<file path="src/rtl/mem_access_unit.sv">
// Load/store unit on the initiator side of the data-memory port.
// Sub-doubleword stores do a read-modify-write because the memory always writes 8 bytes.
`ifndef D_WORD_WIDTH
`define D_WORD_WIDTH 64
`endif

module mem_access_unit #(
    parameter int DATA_DEPTH = 1024
) (
    input  logic                     clk,
    input  logic                     rst_n,
    input  logic                     req_valid,
    output logic                     req_ready,
    input  logic                     req_write,
    input  logic [1:0]               req_size,
    input  logic                     req_unsigned,
    input  logic [`D_WORD_WIDTH-1:0] req_addr,
    input  logic [`D_WORD_WIDTH-1:0] req_wdata,
    output logic                     rsp_valid,
    output logic [`D_WORD_WIDTH-1:0] rsp_rdata,
    output logic                     rsp_error,
    output logic                     mem_read,
    output logic                     mem_write,
    output logic [`D_WORD_WIDTH-1:0] mem_addr,
    output logic [`D_WORD_WIDTH-1:0] mem_data_wr,
    input  logic [`D_WORD_WIDTH-1:0] mem_data_rd,
    input  logic                     dmem_error
);

    localparam int W = `D_WORD_WIDTH;
    localparam logic [W-1:0] LAST_ADDR = W'(DATA_DEPTH - 8);

    typedef enum logic [2:0] {IDLE, LOAD, ST_RD, ST_WR, RESP} state_t;

    state_t         state;
    logic [W-1:0]   addr_q;
    logic [W-1:0]   wdata_q;
    logic [W-1:0]   merge_q;
    logic [1:0]     size_q;
    logic           uns_q;
    logic           oob;

    function automatic logic [W-1:0] size_mask(input logic [1:0] size);
        case (size)
            2'b00:   return {{(W-8){1'b0}},  8'hFF};
            2'b01:   return {{(W-16){1'b0}}, 16'hFFFF};
            2'b10:   return {{(W-32){1'b0}}, 32'hFFFF_FFFF};
            default: return '1;
        endcase
    endfunction

    function automatic logic [W-1:0] extend_load(input logic [W-1:0] rd,
                                                 input logic [1:0] size,
                                                 input logic uns);
        case (size)
            2'b00:   return {{(W-8){rd[7]   & ~uns}}, rd[7:0]};
            2'b01:   return {{(W-16){rd[15] & ~uns}}, rd[15:0]};
            2'b10:   return {{(W-32){rd[31] & ~uns}}, rd[31:0]};
            default: return rd;
        endcase
    endfunction

    assign oob = req_addr > LAST_ADDR;

    // Strobes come straight from the state register so an async reset kills them at once.
    assign req_ready   = (state == IDLE);
    assign rsp_valid   = (state == RESP);
    assign mem_read    = (state == LOAD) || (state == ST_RD);
    assign mem_write   = (state == ST_WR);
    assign mem_addr    = (state != IDLE) ? addr_q : '0;
    assign mem_data_wr = (state == ST_WR) ? merge_q : '0;

    always_ff @(posedge clk or negedge rst_n) begin
        if (!rst_n) begin
            state     <= IDLE;
            addr_q    <= '0;
            wdata_q   <= '0;
            merge_q   <= '0;
            size_q    <= 2'b00;
            uns_q     <= 1'b0;
            rsp_rdata <= '0;
            rsp_error <= 1'b0;
        end else begin
            case (state)
                IDLE: begin
                    if (req_valid) begin
                        addr_q  <= req_addr;
                        size_q  <= req_size;
                        uns_q   <= req_unsigned;
                        wdata_q <= req_wdata;
                        if (oob) begin
                            rsp_rdata <= '0;
                            rsp_error <= 1'b1;
                            state     <= RESP;
                        end else if (!req_write) begin
                            state <= LOAD;
                        end else if (req_size == 2'b11) begin
                            merge_q <= req_wdata;
                            state   <= ST_WR;
                        end else begin
                            state <= ST_RD;
                        end
                    end
                end
                LOAD: begin
                    rsp_rdata <= extend_load(mem_data_rd, size_q, uns_q);
                    rsp_error <= dmem_error;
                    state     <= RESP;
                end
                ST_RD: begin
                    merge_q <= (mem_data_rd & ~size_mask(size_q)) | (wdata_q & size_mask(size_q));
                    if (dmem_error) begin
                        rsp_rdata <= '0;
                        rsp_error <= 1'b1;
                        state     <= RESP;
                    end else begin
                        state <= ST_WR;
                    end
                end
                ST_WR: begin
                    rsp_rdata <= '0;
                    rsp_error <= dmem_error;
                    state     <= RESP;
                end
                RESP:    state <= IDLE;
                default: state <= IDLE;
            endcase
        end
    end

endmodule

</file>
<file path="config.mk">
export PLATFORM = sky130hd
export DESIGN_NAME = mem_access_unit
export DESIGN_NICKNAME = d
export VERILOG_FILES = /design/src/rtl/mem_access_unit.sv
export SDC_FILE = /design/constraint.sdc
export NUM_CORES = 1
export LEC_CHECK = 0
export BUFFER_PORTS_ARGS = -buffer_cell sky130_fd_sc_hd__buf_2
export CAP_MARGIN = 5
export CORE_ASPECT_RATIO = 0.5
export CORE_MARGIN = 4
export CORE_UTILIZATION = 47
export CTS_CLUSTER_DIAMETER = 80
export DETAILED_ROUTE_END_ITERATION = 10
export PLACE_DENSITY = 0.73
export RECOVER_POWER = 50
export SLEW_MARGIN = 25
export SYNTH_ARGS = -nofsm -noshare
export SYNTH_HDL_FRONTEND = slang
export SYNTH_SLANG_ARGS = --single-unit
</file>
<file path="constraint.sdc">
create_clock -name clk -period 2 [get_ports clk]
set_input_delay 0.2 -clock clk [delete_from_list [all_inputs] [get_ports clk]]
set_output_delay 0.2 -clock clk [all_outputs]
set_load 0.02 [all_outputs]
</file>
==> impl_results.md <==
* Hold Path Class: input pin to register
* Slew @ Worst Pin at about 1.2 ns
* Placed Cells incl. Taps at around 2000
* Slew margin rel. at between 15 and 20%
* Peak VDD IR at around 600 uV
* Worst Setup EP: merge_q[2]
* Design area at between 0.02 and 0.025 sq mm
* Yosys top cell by area: dfrtp_1
* Mapped Area at about 0.013 sq mm
* Final Hold Violating Endpoints at 0
* Routed wire length at between 50000 and 60000 um
* Inserted Clock Buffers at 25
* CP arrival at 2.80 ns
* Max_cap viols at 0
* Commonest cells after routing, fill and taps aside: buf_2 (302), dfrtp_1 (261), dlygate4sd3_1 (172)
* Final setup margin at -0.354 ns
* Metal3 WL at ~5300 um
* Vias in the first global route at roughly 13000
* Crit-path cells: buf_4 > nor2_4 > buf_4 > buf_4 > buf_4 > nand2_2 > buf_12 > buf_6 > nor4_1 > a21oi_1 > o31a_1
* Reg2Reg Depth at 11
* RSZ-0062 raised after global routing: true
* Cell mode on critical path: buf_4
* Async SR Flop Fraction at between 90% and 100%
* Starting Density at around 48%
* CP Launch Type: register
* Leak at between 9 and 10 nW
* Max Slew Vio Count at 0
* Final #Nets at about 2100
* Final std cells w/o fill at 2286
* DPL Wire Length at about 29000 um
* WL met1 at around 20000 um
* Sequential area share after synthesis at 50.8%
* Fillers at between 1500 and 2000
* Type of the worst setup path: register to register
* Most common cell after layout, fill and taps aside: buf_2
* F_max at ~0.42 GHz
* Vias at ~14000
* #FFs+latches synth at 263
* Mean Syn Cell Area at around 10 sq um
* CP Launch Point: state[0]
* Pre-CTS setup slack at -0.354 ns
* RePlAce Congestion at roughly 0.86
* GRT Total Usage at 30.4%
* Outcome: complete, but fails checks
* Final min period at ~2.4 ns
* DR iter-0 viols at 1418
* Clk slew on worst S/H paths at approximately 0.090 ns
* Failing checks: setup timing
* Std cell rows at 42
* Antenna Nets Post-Route at 0
* Layout cells sized above 1 at a little over two fifths
* CP max stage delay at 0.43 ns
* Clk buf depth at 3
* Slowest cell on the critical path: dfrtp_1
* Pwr dens at 690 mW/mm^2
* CTS tree: built
* Post-route clock skew at 0.0363 ns
* Post-synth EDFFs at 0
* Largest net degree at the start of global routing at 65
* Worst R2R Start: state[0]
* Final worst-path cycle share at 118%
* Total grt overflow at 0
* Setup-failing EPs final at 325
* Residual DRC at 0
* Total clock sinks at roughly 260
* Distinct cells, synth at 40
* Metal2 WL at 27500 um
* Die Y at 125 um
* DIE WIDTH at between 200 and 250 um
* Yosys top cell area share at about half
* Synth-to-Final Area Change at 58.0%
* Crit Reg-Reg Endpoint: merge_q[2]
* Area of the core at about 0.027 sq mm
* Routed WL per cell at between 20 and 25 um
* Routed vias/inst at 5.94
* FF-to-FF setup slack at -0.35 ns
* Synth Net Count at between 1000 and 1500
* H-tree Lvls at 1
* # IOs at between 300 and 400
* Synth warn at 0
* Worst setup EP type: register
* Detailed Routing Iterations Pass 1 at 6
* Area of the die at 0.0304 sq mm
* Clock latency at the later pin of the worst-skew pair at ~0.57 ns
* PortBufs at between 300 and 400
* Synth Flop Type: dfrtp_1
* DR top layer: met4
* Req. time, crit path at 2.45 ns
* Placed inst area at approximately 0.016 sq mm
* Initial antenna violation count at 5
* Synth top area cells: dfrtp_1 (51%), mux2_2 (13%), and2_1 (6.3%), nand2_1 (4.8%), a21oi_1 (2.9%)
* Root Driver: clkbuf_16
* Cells after Synth at 1288
* Global-route wire length before repair at 74900 um
* Crit-path max FO at 11
Yosys cell counts, drive strengths merged (2+ instances only):
| cell type | n |
|---|---|
| buf | 30 |
| nand2b | 2 |
| nor4 | 22 |
| and2 | 130 |
| a21oi | 75 |
| o21ai | 104 |
| nor3b | 2 |
| dfrtp | 263 |
| or2 | 2 |
| o211ai | 16 |
| inv | 35 |
| nor3 | 13 |
| a31oi | 40 |
| nand2 | 167 |
| nor2b | 40 |
| o31a | 8 |
| a2111o | 16 |
| mux2 | 155 |
| nand3 | 35 |
| nor2 | 8 |
| nand4 | 4 |
| a22o | 8 |
| or3 | 3 |
| clkbuf | 77 |
| a21o | 24 |
per-layer routing:
layer | GRT usage, % | up-vias
met5 | 0 | -
li1 | - | 5733
met4 | 14.2 | 0
met1 | 36.0 | 6608
met2 | 53.3 | 955
met3 | 6.50 | 290
worst max-delay path: cells and delay by family, from the launching register on:
family	cells	cell delay, ns
AOI/OAI and AO/OA	2	0.33
DFF	1	0.43
and+or+nand+nor	3	0.63
buffers and inverters	6	0.84
cell families after synthesis:
| logic type | count (synthesis) | share of synthesized area (%) |
|---|---|---|
| XOR/XNOR | 1 | 0.0676 |
| buffers and inverters | 142 | 4.43 |
| AND/OR/NAND/NOR | 429 | 17.0 |
| multiplexers | 156 | 13.6 |
| AO/OA/AOI/OAI | 297 | 14.1 |
| flip-flops | 263 | 50.8 |
power by group:
group          leakage [nW]  switching (W)  internal, W
Combinational          6.18        0.00133      0.00136
Sequential             3.14       0.000310      0.00583
Clock                 0.427        0.00225      0.00303
per-stage QoR:
stage / hold WS, ns / power, W / TNS [ns] / utilization (%)
2_1_floorplan: -0.0956 / 0.00732 / -0.932 / -
3_3_place_gp: 0.124 / 0.00813 / -34.73 / 58.5
3_5_place_dp: 0.127 / 0.00821 / -40.15 / 58.5
4_1_cts: 0.00264 / 0.0137 / -30.43 / 70.9
5_1_grt: 0.0117 / 0.0146 / -57.50 / 76.3
6_report: 0.00612 / 0.0141 / -45.14 / 76.3
layout make-up:
cell class                      instances  area [sq um]  area share [%]
Tap cell                              352           440            2.15
Timing Repair Buffer                  700          6270            30.6
Clock inverter                         13           200           0.978
Sequential cell                       263          6580            32.2
Clock buffer                           32           672            3.28
Multi-Input combinational cell        883          6140            30.0
Antenna cell                            8          20.0          0.0978
Inverter                               35           136           0.667
worst min-delay path by stage:
stage | slack [ns] | cells after the start | from | to
after floorplan | -0.1 | 0 | rst_n | addr_q[0]
after global placement | 0.12 | 1 | rst_n | addr_q[15]
after detailed placement | 0.13 | 1 | rst_n | addr_q[14]
after CTS | 0.003 | 3 | req_addr[53] | addr_q[53]
after global routing | 0.01 | 3 | req_addr[53] | addr_q[53]
final | 0.006 | 3 | req_valid | state[0]
registers in the layout, summed over array words and instances, names as in the netlist:
signal	count
uns_q	1
state	3
rsp_rdata	64
merge_q	64
rsp_error	1
addr_q	64
size_q	2
wdata_q	64
repair_timing:
item,in CTS,in global routing
setup buffers,6,23
hold buffers,173,0
pin swaps,4,63
gates cloned,6,36
endpoints found under the hold margin,390,0
setup endpoints to repair,129,390
resized for setup,159,151
Power figures use the tool's default switching activity.
